`src/rtl/usb_in_ep_arbiter.sv`:
```
// Round-robin arbiter sharing one USB IN packet buffer between NUM_EP endpoint clients.
// A grant is held for a whole packet; out-of-turn strobes and overlong packets set proto_err.
module usb_in_ep_arbiter #(
  parameter int unsigned NUM_EP  = 3,
  parameter int unsigned MAX_PKT = 32
) (
  input  logic                  clk,
  input  logic                  reset_n,
  input  logic [NUM_EP-1:0]     ep_req,
  output logic [NUM_EP-1:0]     ep_grant,
  output logic [NUM_EP-1:0]     ep_data_free,
  input  logic [NUM_EP-1:0]     ep_data_put,
  input  logic [8*NUM_EP-1:0]   ep_data,
  input  logic [NUM_EP-1:0]     ep_data_done,
  input  logic                  buf_free,
  output logic                  buf_put,
  output logic [7:0]            buf_data,
  output logic                  buf_done,
  output logic [2:0]            grant_idx,
  output logic                  busy,
  output logic [6:0]            pkt_len,
  output logic                  proto_err
);

  localparam logic [6:0] MaxLen  = 7'(MAX_PKT);
  localparam logic [2:0] LastIdx = 3'(NUM_EP - 1);

  // StArb is also the reset (idle) state: it arbitrates every cycle until a request appears.
  typedef enum logic [1:0] {StArb, StHold, StGap} state_e;

  state_e            r_state;
  logic [NUM_EP-1:0] r_grant;
  logic [2:0]        r_grant_idx;
  logic              r_busy;
  logic [6:0]        r_pkt_len;
  logic              r_proto_err;

  logic              w_sel_valid;
  logic [2:0]        w_sel;
  logic [NUM_EP-1:0] w_sel_oh;
  logic              w_put_g;
  logic              w_done_g;
  logic              w_req_g;
  logic [7:0]        w_data;
  logic              w_release;
  logic              w_err;

  // Search from grant_idx+1 upwards with wrap; iterating downwards leaves the nearest hit.
  always_comb begin
    w_sel_valid = 1'b0;
    w_sel       = '0;
    for (int k = NUM_EP; k >= 1; k--) begin
      int unsigned idx;
      idx = (int'(r_grant_idx) + k) % NUM_EP;
      if (ep_req[idx]) begin
        w_sel_valid = 1'b1;
        w_sel       = 3'(idx);
      end
    end
    w_sel_oh = '0;
    for (int i = 0; i < NUM_EP; i++) begin
      w_sel_oh[i] = w_sel_valid && (w_sel == 3'(i));
    end
  end

  // r_grant is non-zero only in StHold, so masking with it routes only the owner.
  always_comb begin
    w_data = '0;
    for (int i = 0; i < NUM_EP; i++) begin
      if (r_grant[i]) begin
        w_data = ep_data[8*i +: 8];
      end
    end
  end

  assign w_put_g   = |(ep_data_put & r_grant);
  assign w_done_g  = |(ep_data_done & r_grant);
  assign w_req_g   = |(ep_req & r_grant);
  assign w_release = w_done_g || !w_req_g;
  assign w_err     = (|((ep_data_put | ep_data_done) & ~r_grant)) ||
                     (w_put_g && (r_pkt_len == MaxLen));

  assign ep_data_free = r_grant & {NUM_EP{buf_free}};
  assign buf_put      = w_put_g && buf_free && (r_pkt_len < MaxLen);
  assign buf_data     = w_data;
  assign buf_done     = w_done_g;

  always_ff @(posedge clk or negedge reset_n) begin
    if (!reset_n) begin
      r_state     <= StArb;
      r_grant     <= '0;
      r_grant_idx <= LastIdx;
      r_busy      <= 1'b0;
      r_pkt_len   <= '0;
      r_proto_err <= 1'b0;
    end else begin
      if (w_err) begin
        r_proto_err <= 1'b1;
      end
      unique case (r_state)
        StArb: begin
          if (w_sel_valid) begin
            r_grant     <= w_sel_oh;
            r_grant_idx <= w_sel;
            r_busy      <= 1'b1;
            r_pkt_len   <= '0;
            r_state     <= StHold;
          end
        end
        StHold: begin
          if (buf_put) begin
            r_pkt_len <= r_pkt_len + 7'd1;
          end
          if (w_release) begin
            r_grant <= '0;
            r_busy  <= 1'b0;
            r_state <= StGap;
          end
        end
        StGap: begin
          r_state <= StArb;
        end
        default: begin
          r_state <= StArb;
        end
      endcase
    end
  end

  assign ep_grant  = r_grant;
  assign grant_idx = r_grant_idx;
  assign busy      = r_busy;
  assign pkt_len   = r_pkt_len;
  assign proto_err = r_proto_err;

endmodule

```
`config.mk`:
```
export PLATFORM = sky130hd
export DESIGN_NAME = usb_in_ep_arbiter
export DESIGN_NICKNAME = d
export VERILOG_FILES = /design/src/rtl/usb_in_ep_arbiter.sv
export SDC_FILE = /design/constraint.sdc
export NUM_CORES = 1
export LEC_CHECK = 0
export CORE_UTILIZATION = 35
export CTS_CLUSTER_DIAMETER = 50
export DETAILED_ROUTE_END_ITERATION = 8
export PLACE_DENSITY_LB_ADDON = 0.05
export SYNTH_ARGS = -nofsm -noshare
export SYNTH_HDL_FRONTEND = slang
export SYNTH_SLANG_ARGS = --single-unit
```
`constraint.sdc`:
```
create_clock -name clk -period 5.6 [get_ports clk]
set_input_delay 0.56 -clock clk [delete_from_list [all_inputs] [get_ports clk]]
set_output_delay 0.56 -clock clk [all_outputs]
set_load 0.01 [all_outputs]
```
==> impl_metrics.py <==
metrics = {
    "run_status": {
        "run_status": "finished, final reports clean",
    },
    "grt": {
        "grt_use_total_pct": 18.2,
        "grt_antenna_before_repair": 0,
        "first_global_vias": 1994,
        "grt_util_met2_pct": 30.0,
        "gr-usage-met3_pct": 2.16,
        "grt_first_pass_wirelength_um": 9470,
        "gr-max-usage-layer": "met2",
        "global_route_congestion_overflow_total": 0,
        "gr-usage-met1_pct": 25.7,
        "pin_count_of_the_biggest_net_entering_global_routing": 24,
    },
    "clocking": {
        "cts_buffers": 3,
        "clock_slew_seen_by_the_registers_of_the_worst_setup_and_hold_paths_ns": 0.07,
        "cts.sink_count": 17,
        "postCtsHoldBufs": 0,
        "cts_tree": "done",
        "clock_tree.htree_level_count": 1,
        "cts_buffer_depth": 2,
        "cts_root_buffer": "sky130_fd_sc_hd__clkbuf_8",
        "post-cts-setup-buffers": 0,
        "number_of_cells_upsized_or_downsized_after_cts": 0,
        "insertion_delay_ns": 0.25,
    },
    "worst_hold_path": {
        "hp-start": "proto_err$_DFFE_PN0P_",
        "cell_count_of_the_worst_hold_path": 2,
        "class_of_the_tightest_hold_or_removal_check": "reg2reg",
        "holdPathEnd": "proto_err$_DFFE_PN0P_",
    },
    "floorplan": {
        "area_of_the_core_mm2": 0.00592,
        "initial_utilization_pct": 36.4,
        "die_area_mm2": 0.00647,
        "die_y_um": 80.4,
        "placement_rows": 28,
        "chipWidth_um": 80.4,
        "top_level_ports": 64,
    },
    "drt": {
        "vias_per_std_cell": 5.48,
        "route.antenna.remaining_nets": 0,
        "wl_per_cell_um": 14.6,
        "routed_via_count": 2188,
        "drt_wl_total_um": 5810,
        "dr.first_iter.drc_count": 153,
        "drcViolationCount": 0,
        "detail_route.first_pass.iterations": 4,
    },
    "flow_run": {
        "max_cap_violations": 0,
    },
    "sta": {
        "final.setup_skew_ns": 0.00116,
        "number_of_endpoints_with_negative_hold_slack_in_the_final_report": 0,
        "maxSlewHeadroom_pct": 50.2,
        "final_period_utilization_pct": 83.9,
        "rsz_0062_raised_after_global_routing": "false",
        "worst_slack_ns": 0.901,
        "final-max-slew-violation-count": 0,
        "setup-tns-final_ns": 0,
        "final_setup_viols": 0,
        "max_freq_ghz": 0.213,
        "max_slew.worst_pin.slew_ns": 0.744,
        "timing.final.crit_period_ns": 4.70,
    },
    "setup_path": {
        "startpoint_type": "register",
        "reg2reg_depth": 18,
        "critical_path.reg2reg.endpoint": "ep_grant[2]$_DFFE_PN0P_",
        "path_delay_family": "compound AO/OA/AOI/OAI gates",
        "setup.reg_to_reg.worst_slack_ns": 0.90,
        "path_class": "reg2reg",
        "worst_setup_path_end_kind": "register",
        "critPathBufInv": 3,
        "crit_slowest_cell": "sky130_fd_sc_hd__dfrtp_1",
        "cp_max_fo": 16,
        "cp_common_cell": "sky130_fd_sc_hd__ha_1",
        "timing.critical_path.arrival_ns": 4.84,
        "crit_path_cell_trace": "buf_4 -> ha_1 -> xnor2_2 -> inv_2 -> ha_1 -> o211a_1 -> a31oi_1 -> nand2_1 -> ha_1 -> a31oi_1 -> and2_1 -> nand3_1 -> o211a_2 -> nor3b_2 -> a21boi_1 -> buf_4 -> nor2_1 -> a22o_1",
        "worst-endpoint-required_ns": 5.74,
        "crit_path_max_incr_delay_ns": 0.67,
        "critical_path.reg2reg.startpoint": "grant_idx[0]$_DFFE_PN0P_",
    },
    "synth": {
        "synth.lib_cells_used.distinct": 70,
        "yosysWarningCount": 0,
        "yosys_most_used_dff": "sky130_fd_sc_hd__dfrtp_1",
        "synth_area_mm2": 0.00215,
        "synth_edf_count": 0,
        "async_reset_ff_share_pct": 100,
        "ys_seq_area_share_pct": 19.8,
        "synthesis.area_per_instance_um2": 8.10,
        "yosys_register_bits": 17,
        "net_count_synth": 322,
        "gate_count_post_synth": 266,
    },
    "cells_and_area": {
        "multi_input_comb_area_mm2": 0.00161,
        "flow.area_growth_from_synthesis_pct": 34.1,
        "design.final.nets": 381,
        "final_cell_count_no_fill": 399,
        "fillCellCount": 588,
        "register_area_um2": 427,
        "fraction_of_layout_cells_with_a_size_suffix_above_1_pct": 9.26,
        "n_diodes": 0,
    },
    "placement": {
        "placement_stage_worst_setup_slack_ns": 0.963,
        "placed_cells": 395,
        "detailed_place_hpwl_um": 4640,
        "gp_routability_congestion": 0.839,
        "port_buffers": 63,
    },
}
## synth_stat cells (all sizes together) (3+ instances only)
cell | count | area share [%]
nand2 | 28 | 4.9
ha | 20 | 12
nor2 | 20 | 3.5
o21ai | 20 | 4.6
inv | 18 | 3.1
dfrtp | 16 | 19
a21oi | 10 | 2.7
a22oi | 8 | 2.8
and2 | 7 | 2.2
a211o | 6 | 2.4
buf | 6 | 1.5
nand3 | 6 | 1.4
o211ai | 6 | 2.1
xnor2 | 6 | 2.8
clkbuf | 5 | 0.87
nand2b | 5 | 1.5
nor2b | 5 | 1.5
a211oi | 4 | 1.9
a31oi | 4 | 1.2
and3 | 4 | 1.4
o31ai | 4 | 2.0
mux2i | 3 | 1.4
nor3b | 3 | 1.3
nor4b | 3 | 1.5
o21a | 3 | 1.0
o22ai | 3 | 0.87
xor2 | 3 | 1.6
## cells in the final DEF, fill, tap and decap left out, drive strengths merged, types with 2 or more instances in the layout
cell type	n
a222oi	2
nor3	2
o21bai	2
and3	4
nor2b	5
o2111ai	2
nor4b	3
nand2b	5
o211a	2
dfrtp	16
xor2	3
a21oi	10
nand3	6
nand2	28
nor2	20
a211o	6
ha	20
a22oi	8
o31ai	4
o21ai	20
buf	2
and2	7
nand3b	2
o21a	3
nand4	2
a31oi	4
mux2i	3
a21o	2
inv	18
o22ai	3
nor3b	3
mux2	2
clkbuf	3
xnor2	6
and3b	2
o211ai	6
clkdlybuf4s50	63
a211oi	4
## per-stage QoR
| stage | util, % | hold slack, ns | cell area [um2] |
|---|---|---|---|
| floorplan | - | 0.264 | 2150 |
| global placement | 48.0 | 0.475 | 2840 |
| detailed placement | 48.0 | 0.481 | 2840 |
| CTS | 48.8 | 0.496 | 2890 |
| global route | 48.8 | 0.540 | 2890 |
| finish | 48.8 | 0.497 | 2890 |
## cells by family (layout without fill, tap and decap cells)
| group | after synthesis | count (layout) | share of synthesized area, % |
|---|---|---|---|
| AO/OA/AOI/OAI | 91 | 91 | 32.2 |
| multiplexers | 5 | 5 | 2.44 |
| adder cells (fa/ha/maj) | 20 | 20 | 11.6 |
| XOR/XNOR | 9 | 9 | 4.36 |
| buffers and inverters | 29 | 87 | 5.52 |
| AND/OR/NAND/NOR | 95 | 95 | 24.1 |
| flip-flops | 17 | 17 | 19.8 |
## worst max-delay path by stage
stage / from / to / cells after the start
global placement: grant_idx[0]$_DFFE_PN0P_ / ep_grant[0]$_DFFE_PN0P_ / 18
floorplan: grant_idx[0]$_DFFE_PN0P_ / ep_grant[0]$_DFFE_PN0P_ / 19
detailed placement: grant_idx[0]$_DFFE_PN0P_ / ep_grant[2]$_DFFE_PN0P_ / 18
global route: grant_idx[0]$_DFFE_PN0P_ / ep_grant[2]$_DFFE_PN0P_ / 19
CTS: grant_idx[0]$_DFFE_PN0P_ / ep_grant[2]$_DFFE_PN0P_ / 19
finish: grant_idx[0]$_DFFE_PN0P_ / ep_grant[2]$_DFFE_PN0P_ / 18
## state kept, by name, indices dropped and copies added, names as in the netlist
register / cells
r_state: 2
grant_idx: 3
ep_grant: 3
pkt_len: 7
proto_err: 1
busy: 1
## cell type report
class / instances / share of cell area [%]
tap: 75 / 3.25
sequential: 17 / 14.8
inverter: 18 / 2.34
multi-input combinational: 220 / 55.7
timing repair buffer: 65 / 22.4
clock inverter: 1 / 0.173
clock buffer: 3 / 1.43
## routing by layer
layer,wire length [um],up-vias
met5,0,-
met2,2630,50
met4,17,0
met1,2860,1028
met3,309,2
li1,-,1108
## worst register-to-register path: cells and delay by family (launching register included)
kind,cells,cell delay (ns)
AND/OR/NAND/NOR,5,0.76
flip-flops,1,0.67
buffers and inverters,3,0.61
AO/OA/AOI/OAI,6,1.47
adder cells (fa/ha/maj),3,0.86
XOR/XNOR,1,0.21
Power is not shown: default switching activity piles up to over one toggle a cycle in this logic, so the estimate is an artifact.
